$ cat config.mk
export PLATFORM = sky130hd
export DESIGN_NAME = sic1_sequencer
export DESIGN_NICKNAME = d
export VERILOG_FILES = /design/src/rtl/sic1_sequencer.sv
export SDC_FILE = /design/constraint.sdc
export NUM_CORES = 1
export LEC_CHECK = 0
export CORE_ASPECT_RATIO = 2
export CORE_MARGIN = 5
export CORE_UTILIZATION = 45
export DETAILED_ROUTE_END_ITERATION = 16
export DONT_BUFFER_PORTS = 1
export HOLD_SLACK_MARGIN = 0.1
export MAX_ROUTING_LAYER = met4
export PLACE_DENSITY = 0.7
export REMOVE_ABC_BUFFERS = 1
export SYNTH_ARGS = -nofsm -noshare
export SYNTH_HDL_FRONTEND = slang
export SYNTH_SLANG_ARGS = --single-unit
$ cat constraint.sdc
create_clock -name clk -period 10.4 [get_ports clk]
set_input_delay 1.56 -clock clk [delete_from_list [all_inputs] [get_ports clk]]
set_output_delay 1.56 -clock clk [all_outputs]
set_load 0.03 [all_outputs]
$ cat src/rtl/sic1_sequencer.sv
//==============================================================================
// Module   : sic1_sequencer
// Purpose  : Instruction sequencer for the SIC-1 SUBLEQ core. Steps every
//            "subleq A B C" instruction through fetch, operand read, execute
//            and write over a single-port 256x8 memory with one-cycle read
//            latency. The I/O addresses are mapped onto an input valid/ready
//            handshake, an output valid/ready handshake and a halt flag.
// Ports    : clk, rst_n (async, active low), ena (global hold)
//            mem_addr/mem_re/mem_rdata/mem_we/mem_wdata : memory port
//            in_data/in_valid/in_ready                   : input stream
//            out_data/out_valid/out_ready                : output stream
//            halted, pc                                  : status
// Revision : 1.0 - initial release
//==============================================================================
`default_nettype none

module sic1_sequencer #(
    parameter logic [7:0] RESET_PC  = 8'd0,
    parameter logic [7:0] IN_ADDR   = 8'd253,
    parameter logic [7:0] OUT_ADDR  = 8'd254,
    parameter logic [7:0] HALT_ADDR = 8'd255
) (
    input  logic       clk,
    input  logic       rst_n,
    input  logic       ena,
    output logic [7:0] mem_addr,
    output logic       mem_re,
    input  logic [7:0] mem_rdata,
    output logic       mem_we,
    output logic [7:0] mem_wdata,
    input  logic [7:0] in_data,
    input  logic       in_valid,
    output logic       in_ready,
    output logic [7:0] out_data,
    output logic       out_valid,
    input  logic       out_ready,
    output logic       halted,
    output logic [7:0] pc
);

    localparam logic [2:0] FETCH_A  = 3'd0;
    localparam logic [2:0] FETCH_B  = 3'd1;
    localparam logic [2:0] FETCH_C  = 3'd2;
    localparam logic [2:0] READ_A   = 3'd3;
    localparam logic [2:0] READ_B   = 3'd4;
    localparam logic [2:0] EXEC     = 3'd5;
    localparam logic [2:0] OUT_WAIT = 3'd6;
    localparam logic [2:0] HALT     = 3'd7;

    logic [2:0] state_q, state_d;
    logic [7:0] pc_q, pc_d;
    logic [7:0] a_q, a_d;
    logic [7:0] b_q, b_d;
    logic [7:0] c_q, c_d;
    logic [7:0] ma_q, ma_d;
    logic [7:0] npc_q, npc_d;
    logic [7:0] out_data_q, out_data_d;
    logic       out_valid_q, out_valid_d;

    // Operand classification
    logic       w_a_is_in, w_a_is_out, w_a_is_io;
    logic       w_b_is_in, w_b_is_io;
    logic [7:0] w_mb;
    logic [7:0] w_r;
    logic [7:0] w_npc;
    logic       w_npc_halts;

    // Unqualified strobes; qualified with ena/rst_n at the port
    logic [7:0] w_addr;
    logic       w_re;
    logic       w_we;
    logic [7:0] w_wdata;
    logic       w_in_rdy;

    assign w_a_is_in  = (a_q == IN_ADDR);
    assign w_a_is_out = (a_q == OUT_ADDR);
    assign w_a_is_io  = w_a_is_in || w_a_is_out || (a_q == HALT_ADDR);
    assign w_b_is_in  = (b_q == IN_ADDR);
    assign w_b_is_io  = w_b_is_in || (b_q == OUT_ADDR) || (b_q == HALT_ADDR);

    // mB source: memory, input byte, or zero for OUT/HALT reads
    assign w_mb = w_b_is_io ? (w_b_is_in ? in_data : 8'h00) : mem_rdata;
    assign w_r  = ma_q - w_mb;

    // Branch when the result is <= 0 as a signed byte
    assign w_npc       = ((w_r == 8'h00) || w_r[7]) ? c_q : (pc_q + 8'd3);
    assign w_npc_halts = (w_npc == HALT_ADDR);

    always_comb begin
        state_d     = state_q;
        pc_d        = pc_q;
        a_d         = a_q;
        b_d         = b_q;
        c_d         = c_q;
        ma_d        = ma_q;
        npc_d       = npc_q;
        out_data_d  = out_data_q;
        out_valid_d = out_valid_q;
        w_addr      = pc_q;
        w_re        = 1'b0;
        w_we        = 1'b0;
        w_wdata     = 8'h00;
        w_in_rdy    = 1'b0;

        case (state_q)
            FETCH_A: begin
                w_addr  = pc_q;
                w_re    = 1'b1;
                state_d = FETCH_B;
            end
            FETCH_B: begin
                a_d     = mem_rdata;
                w_addr  = pc_q + 8'd1;
                w_re    = 1'b1;
                state_d = FETCH_C;
            end
            FETCH_C: begin
                b_d     = mem_rdata;
                w_addr  = pc_q + 8'd2;
                w_re    = 1'b1;
                state_d = READ_A;
            end
            READ_A: begin
                c_d = mem_rdata;
                if (!w_a_is_io) begin
                    w_addr = a_q;
                    w_re   = 1'b1;
                end
                state_d = READ_B;
            end
            READ_B: begin
                w_in_rdy = w_a_is_in;
                if (!w_a_is_in || in_valid) begin
                    ma_d = w_a_is_io ? (w_a_is_in ? in_data : 8'h00) : mem_rdata;
                    if (!w_b_is_io) begin
                        w_addr = b_q;
                        w_re   = 1'b1;
                    end
                    state_d = EXEC;
                end
            end
            EXEC: begin
                w_in_rdy = w_b_is_in;
                if (!w_b_is_in || in_valid) begin
                    if (!w_a_is_io) begin
                        w_we    = 1'b1;
                        w_addr  = a_q;
                        w_wdata = w_r;
                    end
                    if (w_a_is_out) begin
                        // Branch target is kept until the consumer takes the byte
                        out_data_d  = w_r;
                        out_valid_d = 1'b1;
                        npc_d       = w_npc;
                        state_d     = OUT_WAIT;
                    end else begin
                        pc_d    = w_npc;
                        state_d = w_npc_halts ? HALT : FETCH_A;
                    end
                end
            end
            OUT_WAIT: begin
                if (out_ready) begin
                    out_valid_d = 1'b0;
                    pc_d        = npc_q;
                    state_d     = (npc_q == HALT_ADDR) ? HALT : FETCH_A;
                end
            end
            HALT: begin
                pc_d = HALT_ADDR;
            end
            default: begin
                state_d = FETCH_A;
            end
        endcase
    end

    always_ff @(posedge clk or negedge rst_n) begin
        if (!rst_n) begin
            state_q     <= FETCH_A;
            pc_q        <= RESET_PC;
            a_q         <= 8'h00;
            b_q         <= 8'h00;
            c_q         <= 8'h00;
            ma_q        <= 8'h00;
            npc_q       <= 8'h00;
            out_data_q  <= 8'h00;
            out_valid_q <= 1'b0;
        end else if (ena) begin
            state_q     <= state_d;
            pc_q        <= pc_d;
            a_q         <= a_d;
            b_q         <= b_d;
            c_q         <= c_d;
            ma_q        <= ma_d;
            npc_q       <= npc_d;
            out_data_q  <= out_data_d;
            out_valid_q <= out_valid_d;
        end
    end

    // Memory strobes are suppressed while frozen so a held read cannot
    // overwrite mem_rdata and a held write is never repeated; both are also
    // forced low during reset so an aborted instruction never writes.
    assign mem_addr  = w_addr;
    assign mem_re    = w_re && ena && rst_n;
    assign mem_we    = w_we && ena && rst_n;
    assign mem_wdata = w_wdata;
    assign in_ready  = w_in_rdy;
    assign out_data  = out_data_q;
    assign out_valid = out_valid_q;
    assign halted    = (state_q == HALT);
    assign pc        = pc_q;

endmodule

`default_nettype wire

==> parameters.txt <==
Parameter                              Value

Run status
  Run status ... finished clean

Critical path
  Register-to-register path setup slack ... 6210 ps
  Worst flop-to-flop path startpoint ... b_q[6]
  Required time reported for the critical path endpoint ... 8840 ps
  Termination of the worst setup path ... mem_wdata[7]
  Start-to-end type of the worst setup path ... input pin to output port
  Highest net fanout along the worst path ... 14
  Reg-to-Reg End ... pc[0]
  Sort of element at the end of the critical path ... output port
  Arrival time reported for the critical path endpoint ... just under 4000 ps
  Worst Setup SP ... in_data[1]
  Reg2Reg Depth ... 13
  Element type at the critical path start ... input pin

GRT
  Met2 global-route usage ... 0.408
  Remaining global-route overflow ... 0
  Via count of the first global-routing pass ... between 4,000 and 5,000
  Largest net degree at the start of global routing ... 62
  Met1 Track Usage GR ... 0.265
  GR met3 Demand/Resource ... 0.0518
  Global-route layer with the greatest usage ... met2
  Global-route usage over all layers ... 0.249
  Global-route wire length before repair ... about 22 mm
  Number of antenna violations at the first check in global routing ... 0

Logic synthesis
  Ys flop type ... sky130_fd_sc_hd__dfrtp_1
  Top cells by instance count after synthesis ... sky130_fd_sc_hd__dfrtp_1, sky130_fd_sc_hd__nand2_1, sky130_fd_sc_hd__o21ai_0
  Top cell type's share of synthesized area ... 0.351
  Cell taking the most area after synthesis ... sky130_fd_sc_hd__dfrtp_1
  Main area contributors after synthesis ... sky130_fd_sc_hd__dfrtp_1, sky130_fd_sc_hd__mux2_2, sky130_fd_sc_hd__o21ai_0, sky130_fd_sc_hd__nand2_1, sky130_fd_sc_hd__a21oi_1
  Average cell area after synthesis ... 8.45 um2
  Most common cell in the synthesized netlist ... sky130_fd_sc_hd__dfrtp_1
  Number of synthesized register bits ... 60
  Instance count of the mapped netlist ... ~510
  Synthesis warning total ... 0
  Distinct cells, synth ... 64
  Post-Syn Area ... ~4300 um2
  Proportion of synthesized flip-flops having asynchronous set or reset ... 1.00
  Sequential fraction of the synthesis area ... 0.351
  Count of flip-flops with a built-in enable after synthesis ... 0

Floorplanning
  Count of pins on the block boundary ... 58
  Core footprint ... 9320 um2
  Vert. Die Dim ... roughly 150 um
  Total Die Area ... ~12,000 um2
  Chip Width ... 78.9 um
  Initial Utilization ... 0.459
  Number of rows created at floorplan ... 50

Routing
  Final routed DRC violation total ... 0
  Total via count after detailed routing ... 4,166
  1st-pass router iterations ... 5
  Antenna-violating nets left ... 0
  Number of design-rule violations left by the first detailed-router iteration ... around 460
  WL per Instance ... 22.7 um
  DRT Wirelength ... around 14 mm
  Number of vias per cell ... approximately 6.9

CTS
  Clock buffers created by TritonCTS ... 9
  Clk buf depth ... 2
  Clk sink count ... 60
  Clock tree from TritonCTS ... yes
  Number of buffers inserted by hold repair at cts ... 0
  Setup bufs post-CTS ... 0
  Buffer type at the clock tree root ... sky130_fd_sc_hd__clkbuf_16
  Clock latency at the later pin of the worst-skew pair ... roughly 340 ps
  H-Tree Depth ... 3
  Post-cts sizing count ... 0
  Clock transition at path regs ... around 50 ps

Finish
  Final antenna diode count ... 0
  Area growth, synth to finish ... 7.14%
  Number of nets in the finished design ... between 500 and 600
  Final core utilization ... 0.491
  Number of filler cells placed in the layout ... 884
  Share of layout cells above drive strength 1 ... 0.111
  Cell area after layout ... approximately 4600 um2
  Number of non-filler instances in the completed layout ... 600

Timing
  Final-layout worst hold slack ... roughly 510 ps
  Worst Max-Slew Pin Slew ... 1060 ps
  Maximum clock frequency ... roughly 180 MHz
  RSZ-0062 raised after global routing ... false
  Max-Slew Margin vs Limit ... 0.284
  Post-layout worst setup margin ... between 4000 and 5000 ps
  Sum Neg Setup Slack ... 0 ps
  Fin. max-slew vios ... 0
  Final hold violations ... 0
  Final period demand of the worst path ... ~5500 ps
  Number of failing setup endpoints in the final timing report ... 0
  Fin crit share ... 0.529
  Post-Route Skew ... approximately 8.8 ps

Hold path
  Worst min-delay path category ... flop to flop
  Hold path start ... ma_q[4]

Placed design
  Post-detailed-placement half-perimeter wirelength ... 10.2 mm
  Dpl ws ... ~4900 ps
  Routability congestion estimate ... roughly 0.94
  Area post-placement ... approximately 4300 um2
  IO Port Bufs ... 0
  Dpl cells ... between 500 and 600

Power and ir drop
  Overall power consumption ... around 1.5 mW
  Static leakage ... ~1.9 nW
  Largest voltage drop on the vdd net ... roughly 160 uV
  P per Cell Area ... 331 nW/um2

Job
  Maxcap violations ... 0
==> worst max-delay path: stages <==
cell and delay [ps]:
sky130_fd_sc_hd__and3_1 120, sky130_fd_sc_hd__a21oi_1 240, sky130_fd_sc_hd__ha_1 300, sky130_fd_sc_hd__nor2b_1 140
sky130_fd_sc_hd__o2111ai_1 290, sky130_fd_sc_hd__a21oi_1 160, sky130_fd_sc_hd__nor2_1 320, sky130_fd_sc_hd__xnor2_2 280
sky130_fd_sc_hd__nor2_1 520
==> cells in the final DEF (no fill, tap or decap), types with 3 or more instances in the layout <==
cell type and n:
sky130_fd_sc_hd__nand3b_1 3, sky130_fd_sc_hd__dfrtp_1 60, sky130_fd_sc_hd__clkinv_2 4, sky130_fd_sc_hd__nor4_1 4
sky130_fd_sc_hd__ha_1 11, sky130_fd_sc_hd__inv_1 11, sky130_fd_sc_hd__nand3_1 13, sky130_fd_sc_hd__o21a_1 6
sky130_fd_sc_hd__a211oi_1 7, sky130_fd_sc_hd__a22oi_1 5, sky130_fd_sc_hd__and3_1 16, sky130_fd_sc_hd__nor2_1 41
sky130_fd_sc_hd__a221oi_1 4, sky130_fd_sc_hd__o221ai_1 6, sky130_fd_sc_hd__a21oi_1 35, sky130_fd_sc_hd__nor3_1 11
sky130_fd_sc_hd__a22o_1 4, sky130_fd_sc_hd__o2111ai_1 5, sky130_fd_sc_hd__mux2_2 24, sky130_fd_sc_hd__nand2b_1 4
sky130_fd_sc_hd__a31o_2 3, sky130_fd_sc_hd__nand2_1 55, sky130_fd_sc_hd__clkbuf_16 9, sky130_fd_sc_hd__a31oi_1 10
sky130_fd_sc_hd__xnor2_1 5, sky130_fd_sc_hd__nand4_1 10, sky130_fd_sc_hd__o21ai_0 47, sky130_fd_sc_hd__o211ai_1 9
sky130_fd_sc_hd__or3_1 7, sky130_fd_sc_hd__xor2_1 5, sky130_fd_sc_hd__o31ai_1 7, sky130_fd_sc_hd__a21o_1 6
sky130_fd_sc_hd__nor2b_1 4
==> cell type report <==
| cell class | instances | area, um2 | share of cell area |
|---|---|---|---|
| multi-input combinational | 407 | 2620 | 0.572 |
| clock inverter | 5 | 27.5 | 0.00601 |
| clock buffer | 11 | 243 | 0.0530 |
| timing repair buffer | 2 | 15.0 | 0.00328 |
| inverter | 11 | 41.3 | 0.00902 |
| tap | 104 | 130 | 0.0284 |
| sequential | 60 | 1500 | 0.328 |
==> logic make-up (layout without fill, tap and decap cells) <==
group,after synthesis,count (layout),share of synthesized area
XOR/XNOR,12,12,0.0281
AO/OA/AOI/OAI,170,170,0.261
buffers and inverters,39,29,0.0354
adder cells (fa/ha/maj),12,12,0.0369
flip-flops,60,60,0.351
multiplexers,24,24,0.0632
AND/OR/NAND/NOR,189,189,0.224
==> how the worst min path moves through the flow <==
stage	to	slack, ps	cells after the start
4_1_cts	ma_q[4]	510	2
2_1_floorplan	ma_q[2]	460	2
3_3_place_gp	ma_q[5]	470	2
3_5_place_dp	ma_q[5]	500	2
5_1_grt	ma_q[7]	540	2
6_report	ma_q[4]	510	2
==> metal layers <==
metal,up-vias,share of wire
li1,1884,-
met1,1991,0.35
met2,225,0.51
met3,66,0.066
met4,0,0.069
met5,-,0
==> power breakdown <==
part / internal [mW] / leakage, nW / switching (mW)
Clock: 0.166 / 0.135 / 0.108
Sequential: 0.316 / 0.756 / 0.196
Combinational: 0.266 / 0.989 / 0.466
==> state kept, by name, summed over array words and instances, names as in the netlist <==
signal,cells
a_q,8
b_q,8
c_q,8
ma_q,8
npc_q,8
out_data,8
out_valid,1
pc,8
state_q,3
Note: power is estimated with default switching activity, not from simulation.
